<file path="config.mk">
export PLATFORM = sky130hd
export DESIGN_NAME = known_ch_table
export DESIGN_NICKNAME = d
export VERILOG_FILES = /design/src/rtl/known_ch_table.sv
export SDC_FILE = /design/constraint.sdc
export NUM_CORES = 2
export LEC_CHECK = 0
export ABC_CLOCK_PERIOD_IN_PS = 37200
export CAP_MARGIN = 0
export CORE_MARGIN = 2
export CORE_UTILIZATION = 30
export DETAILED_ROUTE_END_ITERATION = 10
export REMOVE_ABC_BUFFERS = 1
export SETUP_SLACK_MARGIN = 0.05
export SLEW_MARGIN = 10
export SYNTH_ARGS = -nofsm -noshare
export SYNTH_HDL_FRONTEND = slang
export SYNTH_SLANG_ARGS = --single-unit
export TNS_END_PERCENT = 20
</file>
<file path="constraint.sdc">
create_clock -name clk -period 37.2 [get_ports clk]
set_input_delay 5.58 -clock clk [delete_from_list [all_inputs] [get_ports clk]]
set_output_delay 5.58 -clock clk [all_outputs]
set_load 0.02 [all_outputs]
</file>
<file path="src/rtl/known_ch_table.sv">
// Table of up to NUM_ENTRIES cluster-head advertisements with heartbeat aging,
// worst-entry eviction and a registered best-CH publication stage.
module known_ch_table #(
   parameter int WORD_WIDTH  = 16,
   parameter int NUM_ENTRIES = 8,
   parameter int AGE_WIDTH   = 4,
   parameter int MAX_AGE     = 10
) (
   input  logic                               clk,
   input  logic                               nrst,
   input  logic                               en_KCH,
   input  logic                               HB_reset,
   input  logic                               hb_tick,
   input  logic [WORD_WIDTH-1:0]              HB_CHlimit,
   input  logic [WORD_WIDTH-1:0]              fCH_ID,
   input  logic [WORD_WIDTH-1:0]              fCH_Hops,
   input  logic [WORD_WIDTH-1:0]              fCH_QValue,
   output logic [WORD_WIDTH-1:0]              chosenCH,
   output logic [WORD_WIDTH-1:0]              hopsfromCH,
   output logic                               ch_valid,
   output logic [$clog2(NUM_ENTRIES+1)-1:0]   ch_count,
   output logic                               adv_drop
);

   localparam int CW = $clog2(NUM_ENTRIES + 1);
   localparam int IW = $clog2(NUM_ENTRIES);
   localparam logic [WORD_WIDTH-1:0] UNREACH = '1;

   logic [NUM_ENTRIES-1:0] valid_p0;
   logic [WORD_WIDTH-1:0]  id_p0   [NUM_ENTRIES];
   logic [WORD_WIDTH-1:0]  hops_p0 [NUM_ENTRIES];
   logic [WORD_WIDTH-1:0]  q_p0    [NUM_ENTRIES];
   logic [AGE_WIDTH-1:0]   age_p0  [NUM_ENTRIES];

   logic [WORD_WIDTH-1:0] lim;
   logic [CW-1:0]         cnt;
   logic                  hit, free, worst_found, best_found;
   logic [IW-1:0]         hit_idx, free_idx, worst_idx, best_idx;
   logic [WORD_WIDTH-1:0] wq, wh, bq, bh, bid;
   logic                  adv_ok, wr_en, drop;
   logic [IW-1:0]         wr_idx;
   logic                  drop_p1;

   function automatic logic [AGE_WIDTH-1:0] age_inc(input logic [AGE_WIDTH-1:0] a);
      if (a >= AGE_WIDTH'(MAX_AGE))
         return AGE_WIDTH'(MAX_AGE);
      return a + 1'b1;
   endfunction

   // Ranking shared by selection and eviction: higher Q wins, then fewer hops.
   function automatic logic better(input logic [WORD_WIDTH-1:0] qa, input logic [WORD_WIDTH-1:0] ha,
                                   input logic [WORD_WIDTH-1:0] qb, input logic [WORD_WIDTH-1:0] hb);
      return (qa > qb) || ((qa == qb) && (ha < hb));
   endfunction

   // Stage p0: table lookup, placement decision and best-entry search
   always_comb begin
      lim         = (HB_CHlimit > WORD_WIDTH'(NUM_ENTRIES)) ? WORD_WIDTH'(NUM_ENTRIES) : HB_CHlimit;
      cnt         = '0;
      hit         = 1'b0;
      hit_idx     = '0;
      free        = 1'b0;
      free_idx    = '0;
      worst_found = 1'b0;
      worst_idx   = '0;
      wq          = '0;
      wh          = '0;
      best_found  = 1'b0;
      best_idx    = '0;
      bq          = '0;
      bh          = '0;
      bid         = '0;
      for (int i = 0; i < NUM_ENTRIES; i++) begin
         cnt = cnt + CW'(valid_p0[i]);
         if (valid_p0[i] && (id_p0[i] == fCH_ID) && !hit) begin
            hit     = 1'b1;
            hit_idx = IW'(i);
         end
         if (!valid_p0[i] && !free) begin
            free     = 1'b1;
            free_idx = IW'(i);
         end
         // Not-better-than keeps the highest index on a full tie.
         if (valid_p0[i] && (!worst_found || !better(q_p0[i], hops_p0[i], wq, wh))) begin
            worst_found = 1'b1;
            worst_idx   = IW'(i);
            wq          = q_p0[i];
            wh          = hops_p0[i];
         end
         // Strictly-better keeps the lowest index on a full tie.
         if (valid_p0[i] && (!best_found || better(q_p0[i], hops_p0[i], bq, bh))) begin
            best_found = 1'b1;
            best_idx   = IW'(i);
            bq         = q_p0[i];
            bh         = hops_p0[i];
            bid        = id_p0[i];
         end
      end

      adv_ok = en_KCH && !HB_reset && (fCH_Hops != UNREACH);
      wr_en  = 1'b0;
      wr_idx = '0;
      if (adv_ok) begin
         if (hit) begin
            wr_en  = 1'b1;
            wr_idx = hit_idx;
         end else if (lim != '0) begin
            if (WORD_WIDTH'(cnt) < lim) begin
               wr_en  = free;
               wr_idx = free_idx;
            end else if (worst_found && better(fCH_QValue, fCH_Hops, wq, wh)) begin
               wr_en  = 1'b1;
               wr_idx = worst_idx;
            end
         end
      end
      drop = en_KCH && !HB_reset && !wr_en;
   end

   always_ff @(posedge clk or negedge nrst) begin
      if (!nrst) begin
         valid_p0 <= '0;
         for (int i = 0; i < NUM_ENTRIES; i++)
            age_p0[i] <= '0;
      end else if (HB_reset) begin
         valid_p0 <= '0;
         for (int i = 0; i < NUM_ENTRIES; i++)
            age_p0[i] <= '0;
      end else begin
         for (int i = 0; i < NUM_ENTRIES; i++) begin
            if (wr_en && (wr_idx == IW'(i))) begin
               valid_p0[i] <= 1'b1;
               age_p0[i]   <= '0;
            end else if (hb_tick && valid_p0[i]) begin
               age_p0[i] <= age_inc(age_p0[i]);
               if (age_inc(age_p0[i]) == AGE_WIDTH'(MAX_AGE))
                  valid_p0[i] <= 1'b0;
            end
         end
      end
   end

   always_ff @(posedge clk) begin
      for (int i = 0; i < NUM_ENTRIES; i++) begin
         if (wr_en && (wr_idx == IW'(i))) begin
            id_p0[i]   <= fCH_ID;
            hops_p0[i] <= fCH_Hops;
            q_p0[i]    <= fCH_QValue;
         end
      end
   end

   // Stage p1: drop flag aligned with the table write edge
   always_ff @(posedge clk or negedge nrst) begin
      if (!nrst)
         drop_p1 <= 1'b0;
      else
         drop_p1 <= drop;
   end

   // Stage p2: published outputs, one edge after the table
   always_ff @(posedge clk or negedge nrst) begin
      if (!nrst) begin
         chosenCH   <= '0;
         hopsfromCH <= '1;
         ch_valid   <= 1'b0;
         ch_count   <= '0;
         adv_drop   <= 1'b0;
      end else begin
         if (best_found)
            chosenCH <= bid;
         hopsfromCH <= best_found ? bh : UNREACH;
         ch_valid   <= best_found;
         ch_count   <= cnt;
         adv_drop   <= drop_p1;
      end
   end

   logic unused_best_idx;
   assign unused_best_idx = ^best_idx;

endmodule

</file>
==> results.cfg <==
[timing]
setup_viol = 0
maxSlewHeadroom_pct = 17.25
finalClockSkew_ps = 59.24
timing.final.crit_share_pct = 75.61
fmax_ghz = 0.03555
finalHoldViolCount = 0
worstMarginPinSlew_ps = 1210
period_needed_ps = 28130
grt_setup_unrepaired = no
layout_setup_ws_ps = 9073
slew_violations = 0
setup_tns_ps = 0

[global_route]
grt_pass1_vias = 26530
grt_use_total_pct = 17.13
grt_max_degree = 89
grt_antenna_before_repair = 1
overflow = 0
grt_pass1_wl_um = 156000

[worst_hold_path]
worstHoldPathType = reg -> reg
hold_start = drop_p1

[placement]
hpwlAfterDp_um = 78070
place_ws_ps = 9316
finalWeightedCongestion = 0.8764
portBuffers = 106

[critical_path]
max_stage_delay_ps = 1030
cp_slowest_cell = a2111oi_0
worstPathMaxFanout = 60
required_ps = 37450
setup.worst_path.class = reg -> reg
path_common_cell = a21oi_1
crit_start = valid_p0[0]
arrival_ps = 28380
end_kind = flop
reg2reg_from = valid_p0[0]
startpoint_type = flop

[clock_tree]
root_buffer = clkbuf_16
cts_tree = built
worstSkewPairLatency_ps = 680
htreeDepth = 2
cts_buffer_depth = 3
post_cts_buffers = 0
cts.sinks = 463
cts_inserted_buffers = 56
clk_pin_slew_ps = 60
cts_hold_buffers = 0
cts_resized = 0

[power_and_ir_drop]
clkPwrFrac_pct = 40.7
swShare_pct = 27.64
share_comb_of_total_power_pct = 17.2
p_sw_uw = 380.6
p_leak_nw = 15.36
peakVddDrop_mv = 0.03191
internal_power_uw = 996.6
p_per_area_nw_per_um2 = 35.31
share_seq_of_total_power_pct = 42.1

[route]
viasPerCell = 5.200
dr.pass1.iters = 6
route.detailed.drc = 0
antenna_left = 0
drt_iter0_drc = 2138
via_count = 26840
totalWireLength_um = 101900
wire_per_inst_um = 19.74

[run]
max_cap_viol_count = 0

[die]
die_x_um = 341.6
die_area_um2 = 116700
row_count = 123
die_h_um = 341.6
ios = 107
coreArea_um2 = 112800
start_util_pct = 30.31

[yosys]
ys_seq_elements = 463
postSynthAreaPerCell_um2 = 9.674
synth_warnings = 0
syn_area_um2 = 34190
postSynthCellCount = 3534
synth-seq-area-share_pct = 39.57
async_flop_share_pct = 17.06
synth_edf_count = 384
synth_cell_types = 85
synth_flop_cell = edfxtp_1

[cells_and_area]
final_common_cell = ha_1
nNetsFinal = 4140
drive_gt1_share_pct = 7.482
n_antenna_cell = 0
finish.utilization_pct = 34.57
final_cell_mix = 453 x ha_1, 384 x edfxtp_1, 303 x nand2_1, 280 x a21oi_1, 267 x inv_1
syn2layout_area_growth_pct = 14.07

[status]
status = completed
==> cells by family after synthesis <==
| kind of cell | count (synthesis) | share of synthesized area, % |
|---|---|---|
| simple gates | 980 | 13.60 |
| compound gates | 938 | 17.32 |
| flops | 463 | 39.57 |
| fa+ha+maj | 460 | 16.90 |
| buf+inv | 409 | 4.520 |
| mux | 151 | 4.684 |
| xor+xnor | 133 | 3.407 |
==> final timing paths <==
kind                               end  depth (start not counted)  slack (ps)
setup / recovery           q_p0[1][50]                        109        9070
max in group asynchronous  valid_p0[0]                          2       31260
setup reg to reg           q_p0[1][50]                        109        9070
min in group asynchronous  valid_p0[4]                          1        4830
hold reg to reg               adv_drop                          0         350
hold / removal                adv_drop                          0         350
==> power groups by stage <==
stage	Sequential, mW	Clock (mW)	Combinational, mW
after floorplan	0.597	0	0.136
after global placement	0.590	0	0.233
after detailed placement	0.590	0	0.236
after CTS	0.580	0.572	0.238
after global routing	0.581	0.593	0.266
final	0.580	0.560	0.237
==> state kept, by name, summed over array words and instances (netlist names), 4 cells and up <==
| register | cells |
|---|---|
| hopsfromCH | 16 |
| valid_p0 | 8 |
| age_p0 | 32 |
| q_p0 | 128 |
| ch_count | 4 |
| hops_p0 | 128 |
| chosenCH | 16 |
| id_p0 | 128 |
==> synthesized netlist by cell type (15+ instances only) <==
cell type | count | area share [%]
a21oi_1 | 282 | 4.1
o21ai_0 | 252 | 3.7
a211oi_1 | 44 | 0.97
a21o_1 | 111 | 2.4
nor3_1 | 76 | 1.1
dfrtp_1 | 63 | 4.6
nor2_1 | 263 | 2.9
nand2_1 | 304 | 3.3
edfxtp_1 | 384 | 34
mux2_2 | 72 | 2.4
nand2b_1 | 30 | 0.55
clkbuf_1 | 103 | 1.1
a211o_1 | 20 | 0.51
ha_1 | 453 | 17
mux2i_1 | 79 | 2.3
nor4_1 | 34 | 0.62
o211ai_1 | 22 | 0.48
a31oi_1 | 32 | 0.59
buf_1 | 26 | 0.29
o21a_1 | 47 | 1.0
inv_1 | 271 | 3.0
and2_1 | 15 | 0.27
a22o_1 | 17 | 0.44
nand3_1 | 48 | 0.70
xnor2_1 | 58 | 1.5
nand4_1 | 97 | 1.8
nor2b_1 | 56 | 1.0
dfstp_2 | 16 | 1.2
xor2_1 | 75 | 1.9
==> layout make-up <==
cell class | count | area, um2
Fill cell | 11330 | 73810
Multi-Input combinational cell | 2662 | 19220
Sequential cell | 463 | 13530
Tap cell | 1500 | 1877
Clock buffer | 80 | 1593
Timing Repair Buffer | 159 | 1456
Inverter | 272 | 1021
Clock inverter | 26 | 304.0
==> layer usage <==
metal | routed length [um] | GRT usage (%) | vias up
met4 | 2864 | 5.103 | 0
met2 | 46290 | 27.92 | 735
li1 | - | - | 13180
met5 | 0 | 0 | -
met1 | 47150 | 23.69 | 12770
met3 | 5575 | 2.111 | 155
==> per-stage QoR <==
stage	total power, mW	cell area, um2	hold slack (ps)	cells
3_5_place_dp	0.8259	37100	345.0	5056
6_report	1.377	39000	354.1	5162
5_1_grt	1.439	39000	360.5	5162
2_1_floorplan	0.7333	33660	331.2	3397
4_1_cts	1.389	39000	356.1	5162
3_3_place_gp	0.8235	37100	337.1	5056
==> critical path: cells and delay by family, from the launching register on <==
| family | cells | cell delay [ps] |
|---|---|---|
| mux | 3 | 1090 |
| flops | 1 | 560 |
| buf+inv | 12 | 3150 |
| fa+ha+maj | 8 | 2310 |
| compound gates | 57 | 14810 |
| simple gates | 29 | 5610 |
(Power assumes the default switching activity.)
